==> config.mk <==
export PLATFORM = sky130hd
export DESIGN_NAME = mem_sweep
export DESIGN_NICKNAME = d
export VERILOG_FILES = /design/src/rtl/mem_sweep_pkg.sv /design/src/rtl/mem_sweep_if.sv /design/src/rtl/mem_sweep_alu.sv /design/src/rtl/mem_sweep.sv
export SDC_FILE = /design/constraint.sdc
export NUM_CORES = 1
export LEC_CHECK = 0
export CORE_MARGIN = 8
export CORE_UTILIZATION = 45
export CTS_CLUSTER_DIAMETER = 150
export CTS_CLUSTER_SIZE = 10
export DETAILED_ROUTE_END_ITERATION = 12
export PLACE_DENSITY = 0.84
export SLEW_MARGIN = 20
export SYNTH_ARGS = -nofsm -noshare
export SYNTH_HDL_FRONTEND = slang
export SYNTH_SLANG_ARGS = --single-unit
==> constraint.sdc <==
create_clock -name CLOCK_50_I -period 4.05 [get_ports CLOCK_50_I]
set_clock_uncertainty 0.15 [all_clocks]
set_input_delay 0.81 -clock CLOCK_50_I [delete_from_list [all_inputs] [get_ports CLOCK_50_I]]
set_output_delay 0.81 -clock CLOCK_50_I [all_outputs]
set_load 0.02 [all_outputs]
==> src/rtl/mem_sweep_pkg.sv <==
// Shared types for the mem_sweep RAM pair-sweep engine.
// FSM state and operation mode encodings.
package mem_sweep_pkg;

  typedef enum logic [1:0] {
    S_IDLE,
    S_READ,
    S_WRITE,
    S_DONE
  } state_e;

  typedef enum logic [1:0] {
    MODE_SUMDIFF = 2'd0,
    MODE_MAXMIN  = 2'd1,
    MODE_SWAP    = 2'd2,
    MODE_PASS    = 2'd3
  } mode_e;

endpackage

==> src/rtl/mem_sweep_if.sv <==
// Operand/result bundle between the sweep
// sequencer (master) and the pair ALU (slave).
interface mem_sweep_if #(
  parameter int DATA_W = 8
);
  import mem_sweep_pkg::*;

  logic [DATA_W-1:0] a;
  logic [DATA_W-1:0] b;
  mode_e             mode;
  logic [DATA_W-1:0] w0;
  logic [DATA_W-1:0] w1;
  logic              ovf;

  modport master (
    output a,
    output b,
    output mode,
    input  w0,
    input  w1,
    input  ovf
  );

  modport slave (
    input  a,
    input  b,
    input  mode,
    output w0,
    output w1,
    output ovf
  );

endinterface

==> src/rtl/mem_sweep_alu.sv <==
// Pair ALU: both write words and overflow flag.
// MEM_SWEEP_SAT_EN selects saturating sum/diff.
module mem_sweep_alu
  import mem_sweep_pkg::*;
#(
  parameter int DATA_W = 8
) (
  mem_sweep_if.slave bus
);

  logic [DATA_W:0]   sum;
  logic [DATA_W-1:0] diff;
  logic              lt;

  assign sum  = {1'b0, bus.a} + {1'b0, bus.b};
  assign diff = bus.a - bus.b;
  assign lt   = bus.a < bus.b;

  // Mode decode: a lands on port 0, b on port 1.
  always_comb begin
    bus.w0  = bus.a;
    bus.w1  = bus.b;
    bus.ovf = 1'b0;
    unique case (bus.mode)
      MODE_SUMDIFF: begin
        bus.ovf = sum[DATA_W] | lt;
`ifdef MEM_SWEEP_SAT_EN
        bus.w0 = sum[DATA_W] ? '1
               : sum[DATA_W-1:0];
        bus.w1 = lt ? '0 : diff;
`else
        bus.w0 = sum[DATA_W-1:0];
        bus.w1 = diff;
`endif
      end
      MODE_MAXMIN: begin
        bus.w0 = lt ? bus.b : bus.a;
        bus.w1 = lt ? bus.a : bus.b;
      end
      MODE_SWAP: begin
        bus.w0 = bus.b;
        bus.w1 = bus.a;
      end
      MODE_PASS: begin
        bus.w0 = bus.a;
        bus.w1 = bus.b;
      end
    endcase
  end

endmodule

==> src/rtl/mem_sweep.sv <==
// Dual-port RAM sweep: pairs word i with DEPTH-1-i.
// Optional MEM_SWEEP_SAT_EN saturates mode 0.
module mem_sweep
  import mem_sweep_pkg::*;
#(
  parameter int DATA_W = 8,
  parameter int ADDR_W = 9
) (
  input  logic              CLOCK_50_I,
  input  logic              RESETN_I,
  input  logic              START_I,
  input  logic [1:0]        MODE_I,
  output logic [ADDR_W-1:0] ADDR0_O,
  output logic [ADDR_W-1:0] ADDR1_O,
  output logic [DATA_W-1:0] WDATA0_O,
  output logic [DATA_W-1:0] WDATA1_O,
  output logic              WE0_O,
  output logic              WE1_O,
  input  logic [DATA_W-1:0] RDATA0_I,
  input  logic [DATA_W-1:0] RDATA1_I,
  output logic              BUSY_O,
  output logic              DONE_O,
  output logic [ADDR_W-1:0] OVF_CNT_O
);

  localparam int DEPTH = 2 ** ADDR_W;
  localparam logic [ADDR_W-1:0] LAST =
    ADDR_W'(DEPTH / 2 - 1);
  localparam logic [ADDR_W-1:0] TOP =
    ADDR_W'(DEPTH - 1);

  state_e            state;
  state_e            state_nx;
  mode_e             mode;
  logic              start_q;
  logic [ADDR_W-1:0] idx;
  logic [ADDR_W-1:0] ovf_cnt;
  logic              go;

  mem_sweep_if #(.DATA_W(DATA_W)) alu_bus ();

  assign alu_bus.a    = RDATA0_I;
  assign alu_bus.b    = RDATA1_I;
  assign alu_bus.mode = mode;

  mem_sweep_alu #(
    .DATA_W(DATA_W)
  ) u_alu (
    .bus(alu_bus.slave)
  );

  // Edges only count when idle; busy edges drop.
  assign go = START_I & ~start_q
            & (state == S_IDLE);

  // State register.
  always_ff @(posedge CLOCK_50_I or negedge RESETN_I) begin
    if (!RESETN_I) begin
      state <= S_IDLE;
    end else begin
      state <= state_nx;
    end
  end

  // Next-state: two cycles per pair, then DONE.
  always_comb begin
    state_nx = state;
    unique case (state)
      S_IDLE:  if (go) state_nx = S_READ;
      S_READ:  state_nx = S_WRITE;
      S_WRITE: state_nx = (idx == LAST) ? S_DONE
                                        : S_READ;
      S_DONE:  state_nx = S_IDLE;
    endcase
  end

  // Start edge, mode latch, pair index, overflow count.
  always_ff @(posedge CLOCK_50_I or negedge RESETN_I) begin
    if (!RESETN_I) begin
      start_q <= 1'b0;
      mode    <= MODE_SUMDIFF;
      idx     <= '0;
      ovf_cnt <= '0;
    end else begin
      start_q <= START_I;
      if (go) begin
        mode    <= mode_e'(MODE_I);
        idx     <= '0;
        ovf_cnt <= '0;
      end else if (state == S_WRITE) begin
        if (alu_bus.ovf) ovf_cnt <= ovf_cnt + 1'b1;
        if (idx != LAST) idx <= idx + 1'b1;
      end
    end
  end

  // Outputs are zero outside the active states.
  always_comb begin
    ADDR0_O  = '0;
    ADDR1_O  = '0;
    WDATA0_O = '0;
    WDATA1_O = '0;
    WE0_O    = 1'b0;
    WE1_O    = 1'b0;
    BUSY_O   = 1'b0;
    DONE_O   = 1'b0;
    unique case (state)
      S_IDLE: ;
      S_READ: begin
        ADDR0_O = idx;
        ADDR1_O = TOP - idx;
        BUSY_O  = 1'b1;
      end
      S_WRITE: begin
        ADDR0_O  = idx;
        ADDR1_O  = TOP - idx;
        WDATA0_O = alu_bus.w0;
        WDATA1_O = alu_bus.w1;
        WE0_O    = 1'b1;
        WE1_O    = 1'b1;
        BUSY_O   = 1'b1;
      end
      S_DONE: DONE_O = 1'b1;
    endcase
  end

  assign OVF_CNT_O = ovf_cnt;

endmodule

==> flow_metrics.py, run 1 <==
metrics = {
    "sta": {
        "hold_viol_final": 0,
        "tightest_slew_ns": 0.696,
        "fmax_ghz": 0.253,
        "period_needed_ns": 3.95,
        "slew_headroom": 0.534,
        "min_period_over_period": 0.975,
        "slew_violations": 0,
        "setup_violations": 0,
        "timing.final.ws_setup_ns": 0.102,
    },
    "global_route": {
        "antenna_found_initial": 0,
        "grt_pass1_vias": 2700,
        "grt_max_degree": 24,
        "grt_usage": 0.192,
        "grt_pass1_wl_um": 12300,
        "overflow": 0,
    },
    "critical_path": {
        "arrival_ns": 2.99,
        "ff2ff_setup_slack_ns": 1.26,
        "crit_buf_inv": 5,
        "crit_family": "buffers and inverters",
        "cp-startpoint": "RDATA1_I[5]",
        "cp_slowest_cell": "clkdlybuf4s50_1",
        "cp.required_ns": 3.09,
        "crit_type": "input port to output pin",
        "startpoint_type": "input port",
        "cp_common_cell": "buf_6",
        "crit-reg2reg-capture": "idx[5]$_DFFE_PN0P_",
        "rr_worst_depth": 7,
        "worstPathCellList": "clkdlybuf4s50_1, inv_1, ha_4, or3_4, o311ai_4, buf_6, buf_6, o221ai_1, a31oi_1, buf_4",
        "slowest_delay_ns": 0.48,
        "rr_startpoint": "state[0]$_DFFE_PN0P_",
        "cp_max_fo": 7,
        "crit_path_end_kind": "output pin",
    },
    "synthesis": {
        "synth_edf_count": 0,
        "ys_async_sr_fraction": 1.00,
        "synth_top_family_by_area": "simple AND/OR/NAND/NOR gates",
        "synthFlopType": "dfrtp_1",
        "synth_cell_type_count": 54,
        "synth_nets": 338,
        "netlist_instances": 292,
        "synth-seq-cells": 23,
        "synth_compound_area_frac": 0.211,
        "seq_area_frac_synth": 0.237,
        "synthMuxAreaShare": 0.0248,
        "yosys.area.top_type": "dfrtp_1",
        "synth.top_cell.area_share": 0.237,
        "synth-adder-area-share": 0.135,
        "synthTopCellsByArea": "dfrtp_1 24%, ha_1 12%, xnor2_1 4.3%",
        "syn_avg_cell_area_um2": 8.30,
        "synth_xor_xnor_area_share": 0.0614,
        "syn_area_um2": 2420,
        "synth_simple_gate_area_share": 0.254,
        "yosysWarnings": 0,
    },
    "clock_network": {
        "cts_hold_buf": 0,
        "cts_tree": "done",
        "cts.sink_count": 23,
        "clkSlewWorstSetupHoldPaths_ns": 0.08,
        "numCtsBuffers": 3,
        "cts_root_buf": "clkbuf_8",
        "cts_htree_levels": 1,
        "cts_buffer_depth": 2,
        "insertion_delay_ns": 0.27,
    },
    "die": {
        "fp-row-count": 26,
        "die_height_um": 89.4,
        "die_width_um": 89.4,
        "io_pins": 68,
        "start_util": 0.472,
        "dieArea_um2": 7990,
        "core_area_um2": 5140,
    },
    "drt": {
        "wl_met1_um": 3350,
        "wl_met3_um": 467,
        "firstDrtPassIters": 5,
        "avgRoutedWirePerCell_um": 16.9,
        "route.met2.wl_um": 3960,
        "drt_iter0_drc": 89,
        "num_vias": 2668,
        "maxUsedRoutingLayer": "met4",
        "drc_errors": 0,
        "ant_nets": 0,
        "routed_wl_um": 7970,
        "vias_per_cell": 5.66,
    },
    "place": {
        "gp_congestion": 0.886,
        "dp_worst_setup_slack_ns": -0.614,
        "io_buffers": 67,
        "hpwl_um": 5720,
        "dp_cells": 458,
    },
    "power": {
        "power_density_nw_per_um2": 604,
        "p_leak_nw": 1.64,
        "ir_worst_vdd_mv": 0.708,
    },
    "final_layout": {
        "finalNonFillerCells": 471,
        "area_growth_pct": 48.8,
        "diodes": 0,
        "nNetsFinal": 448,
        "final_cell_mix": "52 x buf_4, 40 x clkdlybuf4s50_1, 26 x nor2_1",
        "final_common_cell": "buf_4",
        "layout-drive-gt1-share": 0.267,
    },
    "min_path": {
        "holdCritPathClass": "input port to async pin",
    },
    "status": {
        "status": "complete, no violations",
    },
    "job": {
        "maxCapViolCount": 0,
    },
}
[metal layers]
layer,up-vias,GRT usage
met3,19,0.0248
met1,1279,0.228
li1,1255,-
met5,-,0
met2,115,0.333
met4,0,0.0952
[cell usage after synthesis (4+ instances only)]
cell type  instances
ha_1              23
buf_6              5
o221ai_1           8
mux2i_1            6
nand2_1           21
nor2b_1           13
o21ai_0           14
nor3_1             8
or3_1              6
and2_1             9
a21oi_1           17
o31ai_1            5
xnor2_1           12
nor2_1            26
nand4_1            4
clkbuf_1           5
inv_1             16
a31oi_1            7
a211oi_1           4
dfrtp_1           23
xor2_1             5
nand2b_1           7
[how the worst max path moves through the flow]
stage                  end  slack, ns  depth (start not counted)
2_1_floorplan  WDATA1_O[6]       0.23                          9
3_3_place_gp   WDATA1_O[0]      -0.54                         11
3_5_place_dp   WDATA1_O[5]      -0.61                         11
4_1_cts        WDATA1_O[0]       0.02                         11
5_1_grt        WDATA0_O[5]     -0.005                         11
6_report       WDATA0_O[1]       0.10                         10
[sequential cells by signal, indices dropped and copies added, names as in the netlist]
name,count
start_q,1
state,2
OVF_CNT_O,9
idx,9
alu_bus.mode,2
[through the flow]
step           total power [mW]  hold slack [ns]  area, um2  setup TNS [ns]   util
2_1_floorplan              1.30            0.350       2420               0      -
3_3_place_gp               1.93            0.380       3400           -7.96  0.662
3_5_place_dp               1.98            0.409       3400           -8.85  0.662
4_1_cts                    2.17            0.421       3540               0  0.689
5_1_grt                    2.31            0.376       3610        -0.00542  0.702
6_report                   2.18            0.349       3610               0  0.702
[power by group]
| part | leakage [nW] | total, mW | switching, mW | internal [mW] |
|---|---|---|---|---|
| sequential | 0.301 | 0.388 | 0.0920 | 0.296 |
| combinational | 1.32 | 1.64 | 0.916 | 0.729 |
| clock | 0.0255 | 0.147 | 0.0783 | 0.0689 |
[cells by family (layout without fill, tap and decap cells)]
logic type | after synthesis | after routing
AO/OA/AOI/OAI | 75 | 75
XOR/XNOR | 17 | 17
adder cells (fa/ha/maj) | 25 | 25
buffers and inverters | 32 | 140
flip-flops | 23 | 23
multiplexers | 6 | 6
AND/OR/NAND/NOR | 114 | 115
[final cells by class]
class	instances	area, um2
clock buffers	3	41.3
clock inverters	1	5.00
fillers	404	1530
inverters	17	63.8
multi-input cells	238	1810
flip-flops and latches	23	576
well taps	70	87.6
repair buffers	119	1020
[worst reg2reg max path, cell delays in order, from the launching register on]
cell	delay, ns
dfrtp_1	0.41
inv_1	0.13
ha_1	0.41
buf_4	0.27
nor2b_1	0.48
o2111ai_1	0.31
or3_1	0.39
a21oi_1	0.17
[timing repair]
item | 4_1_cts | 5_1_grt
setup endpoints to repair | 16 | 15
resized for setup | 100 | 17
setup buffers | 7 | 1
pin swaps | 4 | 2
cloned | 1 | 0
Power figures use the tool's default switching activity.
==> run 2: changes to the inputs <==
Settings changed: GPL_ROUTABILITY_DRIVEN set to 0.
==> run 2 against run 1 <==
Net effect: die area unchanged; global-route usage grew 0.76 points; wire length is 0.72% lower; hold slack gained 0.011 ns; first-iteration DRC count is 61% higher; non-clock buffer count up 5; power up 0.81%; worst setup slack got worse by 0.039 ns; largest power group unchanged; highest routed layer unchanged.
==> flow_metrics.py, run 2 (synthesis results as in run 1) <==
metrics = {
    "drt": {
        "drt_iter0_drc": 143,
        "vias_per_cell": 5.49,
        "ant_nets": 0,
        "avgRoutedWirePerCell_um": 16.7,
        "drc_errors": 0,
        "routed_wl_um": 7920,
        "firstDrtPassIters": 4,
        "num_vias": 2609,
    },
    "clock_network": {
        "numCtsBuffers": 3,
        "cts_root_buf": "clkbuf_8",
        "cts_hold_buf": 0,
        "cts_htree_levels": 1,
        "insertion_delay_ns": 0.26,
        "cts_buffer_depth": 2,
        "clkSlewWorstSetupHoldPaths_ns": 0.08,
        "cts.sink_count": 23,
        "cts_tree": "done",
    },
    "final_layout": {
        "final_cell_mix": "54 x buf_4, 39 x clkdlybuf4s50_1, 26 x nor2_1",
        "layout-drive-gt1-share": 0.277,
        "area_growth_pct": 49.0,
        "diodes": 0,
        "fillCellCount": 395,
        "final_common_cell": "buf_4",
        "finalNonFillerCells": 475,
        "nNetsFinal": 452,
    },
    "power": {
        "p_leak_nw": 1.67,
        "totalPowerFinal_mw": 2.20,
        "power_density_nw_per_um2": 608,
        "ir_worst_vdd_mv": 0.570,
    },
    "critical_path": {
        "cp_common_cell": "buf_4",
        "cp_max_fo": 3,
        "startpoint_type": "input port",
        "arrival_ns": 3.03,
        "ff2ff_setup_slack_ns": 1.25,
        "cp.required_ns": 3.09,
        "cp_slowest_cell": "fa_1",
        "rr_startpoint": "state[0]$_DFFE_PN0P_",
        "crit-reg2reg-capture": "idx[5]$_DFFE_PN0P_",
        "worstPathCellList": "dlygate4sd2_1, buf_4, ha_1, fa_1, nor2b_4, o211ai_2, nand2_1, xnor2_1, o22ai_1, nor3_1, buf_4",
        "crit_path_end_kind": "output pin",
        "rr_worst_depth": 7,
        "slowest_delay_ns": 0.41,
        "crit_type": "input port to output pin",
    },
    "global_route": {
        "top_usage_layer": "met2",
        "grt.met3_usage": 0.0230,
        "grt_pass1_wl_um": 12700,
        "overflow": 0,
        "grt_max_degree": 24,
        "grt_usage": 0.200,
        "antenna_found_initial": 0,
        "gr-usage-met1": 0.237,
        "grt_util_met2": 0.362,
        "grt_pass1_vias": 2652,
    },
    "sta": {
        "period_needed_ns": 3.99,
        "tightest_slew_ns": 0.691,
        "slew_headroom": 0.538,
        "slew_violations": 0,
        "setup_violations": 0,
        "hold_viol_final": 0,
        "min_period_over_period": 0.984,
        "fmax_ghz": 0.251,
        "whs_ns": 0.361,
    },
    "die": {
        "core_area_um2": 5140,
        "die_width_um": 89.4,
        "dieArea_um2": 7990,
        "io_pins": 68,
        "fp-row-count": 26,
        "start_util": 0.472,
        "die_height_um": 89.4,
    },
    "min_path": {
        "holdCritPathClass": "input port to async pin",
    },
    "job": {
        "maxCapViolCount": 0,
    },
    "status": {
        "status": "complete, no violations",
    },
    "place": {
        "io_buffers": 67,
        "hpwl_um": 5780,
        "dp_cells": 459,
    },
}
[run 2: worst max path at each step]
stage                     slack, ns        start     endpoint
after floorplan                0.23  RDATA1_I[7]  WDATA1_O[6]
after global placement        -0.54  RDATA0_I[0]  WDATA1_O[0]
after detailed placement      -0.66  RDATA1_I[7]  WDATA0_O[2]
after CTS                     0.004  RDATA1_I[5]  WDATA1_O[5]
after global routing         -0.001  RDATA0_I[0]  WDATA0_O[4]
final                          0.06  RDATA1_I[0]  WDATA0_O[6]
[run 2: final cells by class]
class                      count  area [um2]  area share
timing repair buffer         124        1050       0.292
clock buffer                   3        41.3      0.0114
tap                           70        87.6      0.0242
multi-input combinational    237        1790       0.494
sequential                    23         576       0.159
inverter                      17        63.8      0.0177
clock inverter                 1        5.00     0.00139
[run 2: stage by stage]
| step | setup slack, ns | TNS [ns] | cell area [um2] | utilization |
|---|---|---|---|---|
| 2_1_floorplan | 0.228 | 0 | 2420 | - |
| 3_3_place_gp | -0.537 | -7.95 | 3410 | 0.663 |
| 3_5_place_dp | -0.659 | -9.16 | 3410 | 0.663 |
| 4_1_cts | 0.00449 | 0 | 3550 | 0.690 |
| 5_1_grt | -0.00141 | -0.00141 | 3610 | 0.703 |
| 6_report | 0.0628 | 0 | 3610 | 0.703 |
[run 2: layer usage]
layer	vias to the layer above	part of all wire
li1	1268	-
met1	1225	0.41
met2	102	0.51
met3	14	0.058
met4	0	0.023
met5	-	0
[run 2: what timing repair did]
| item | in CTS | in global routing |
|---|---|---|
| endpoints found under the hold margin | 0 | 0 |
| gates resized for setup | 95 | 20 |
| setup buffers | 10 | 1 |
| gates cloned | 1 | 0 |
| setup endpoints to repair | 16 | 16 |
| pin swaps | 7 | 5 |
[run 2: power breakdown]
part / switching [mW] / leakage [nW] / total, mW / internal (mW)
Clock: 0.0724 / 0.0255 / 0.141 / 0.0686
Combinational: 0.904 / 1.34 / 1.67 / 0.764
Sequential: 0.0918 / 0.301 / 0.388 / 0.296
Total: 1.07 / 1.67 / 2.20 / 1.13
[run 2: critical path: cells and delay by family]
| family | cells | cell delay (ns) |
|---|---|---|
| xor gates and xnor gates | 1 | 0.20 |
| and+or+nand+nor | 3 | 0.48 |
| buffers and inverters | 3 | 0.61 |
| adders and majority gates | 2 | 0.61 |
| AOI/OAI and AO/OA | 2 | 0.31 |
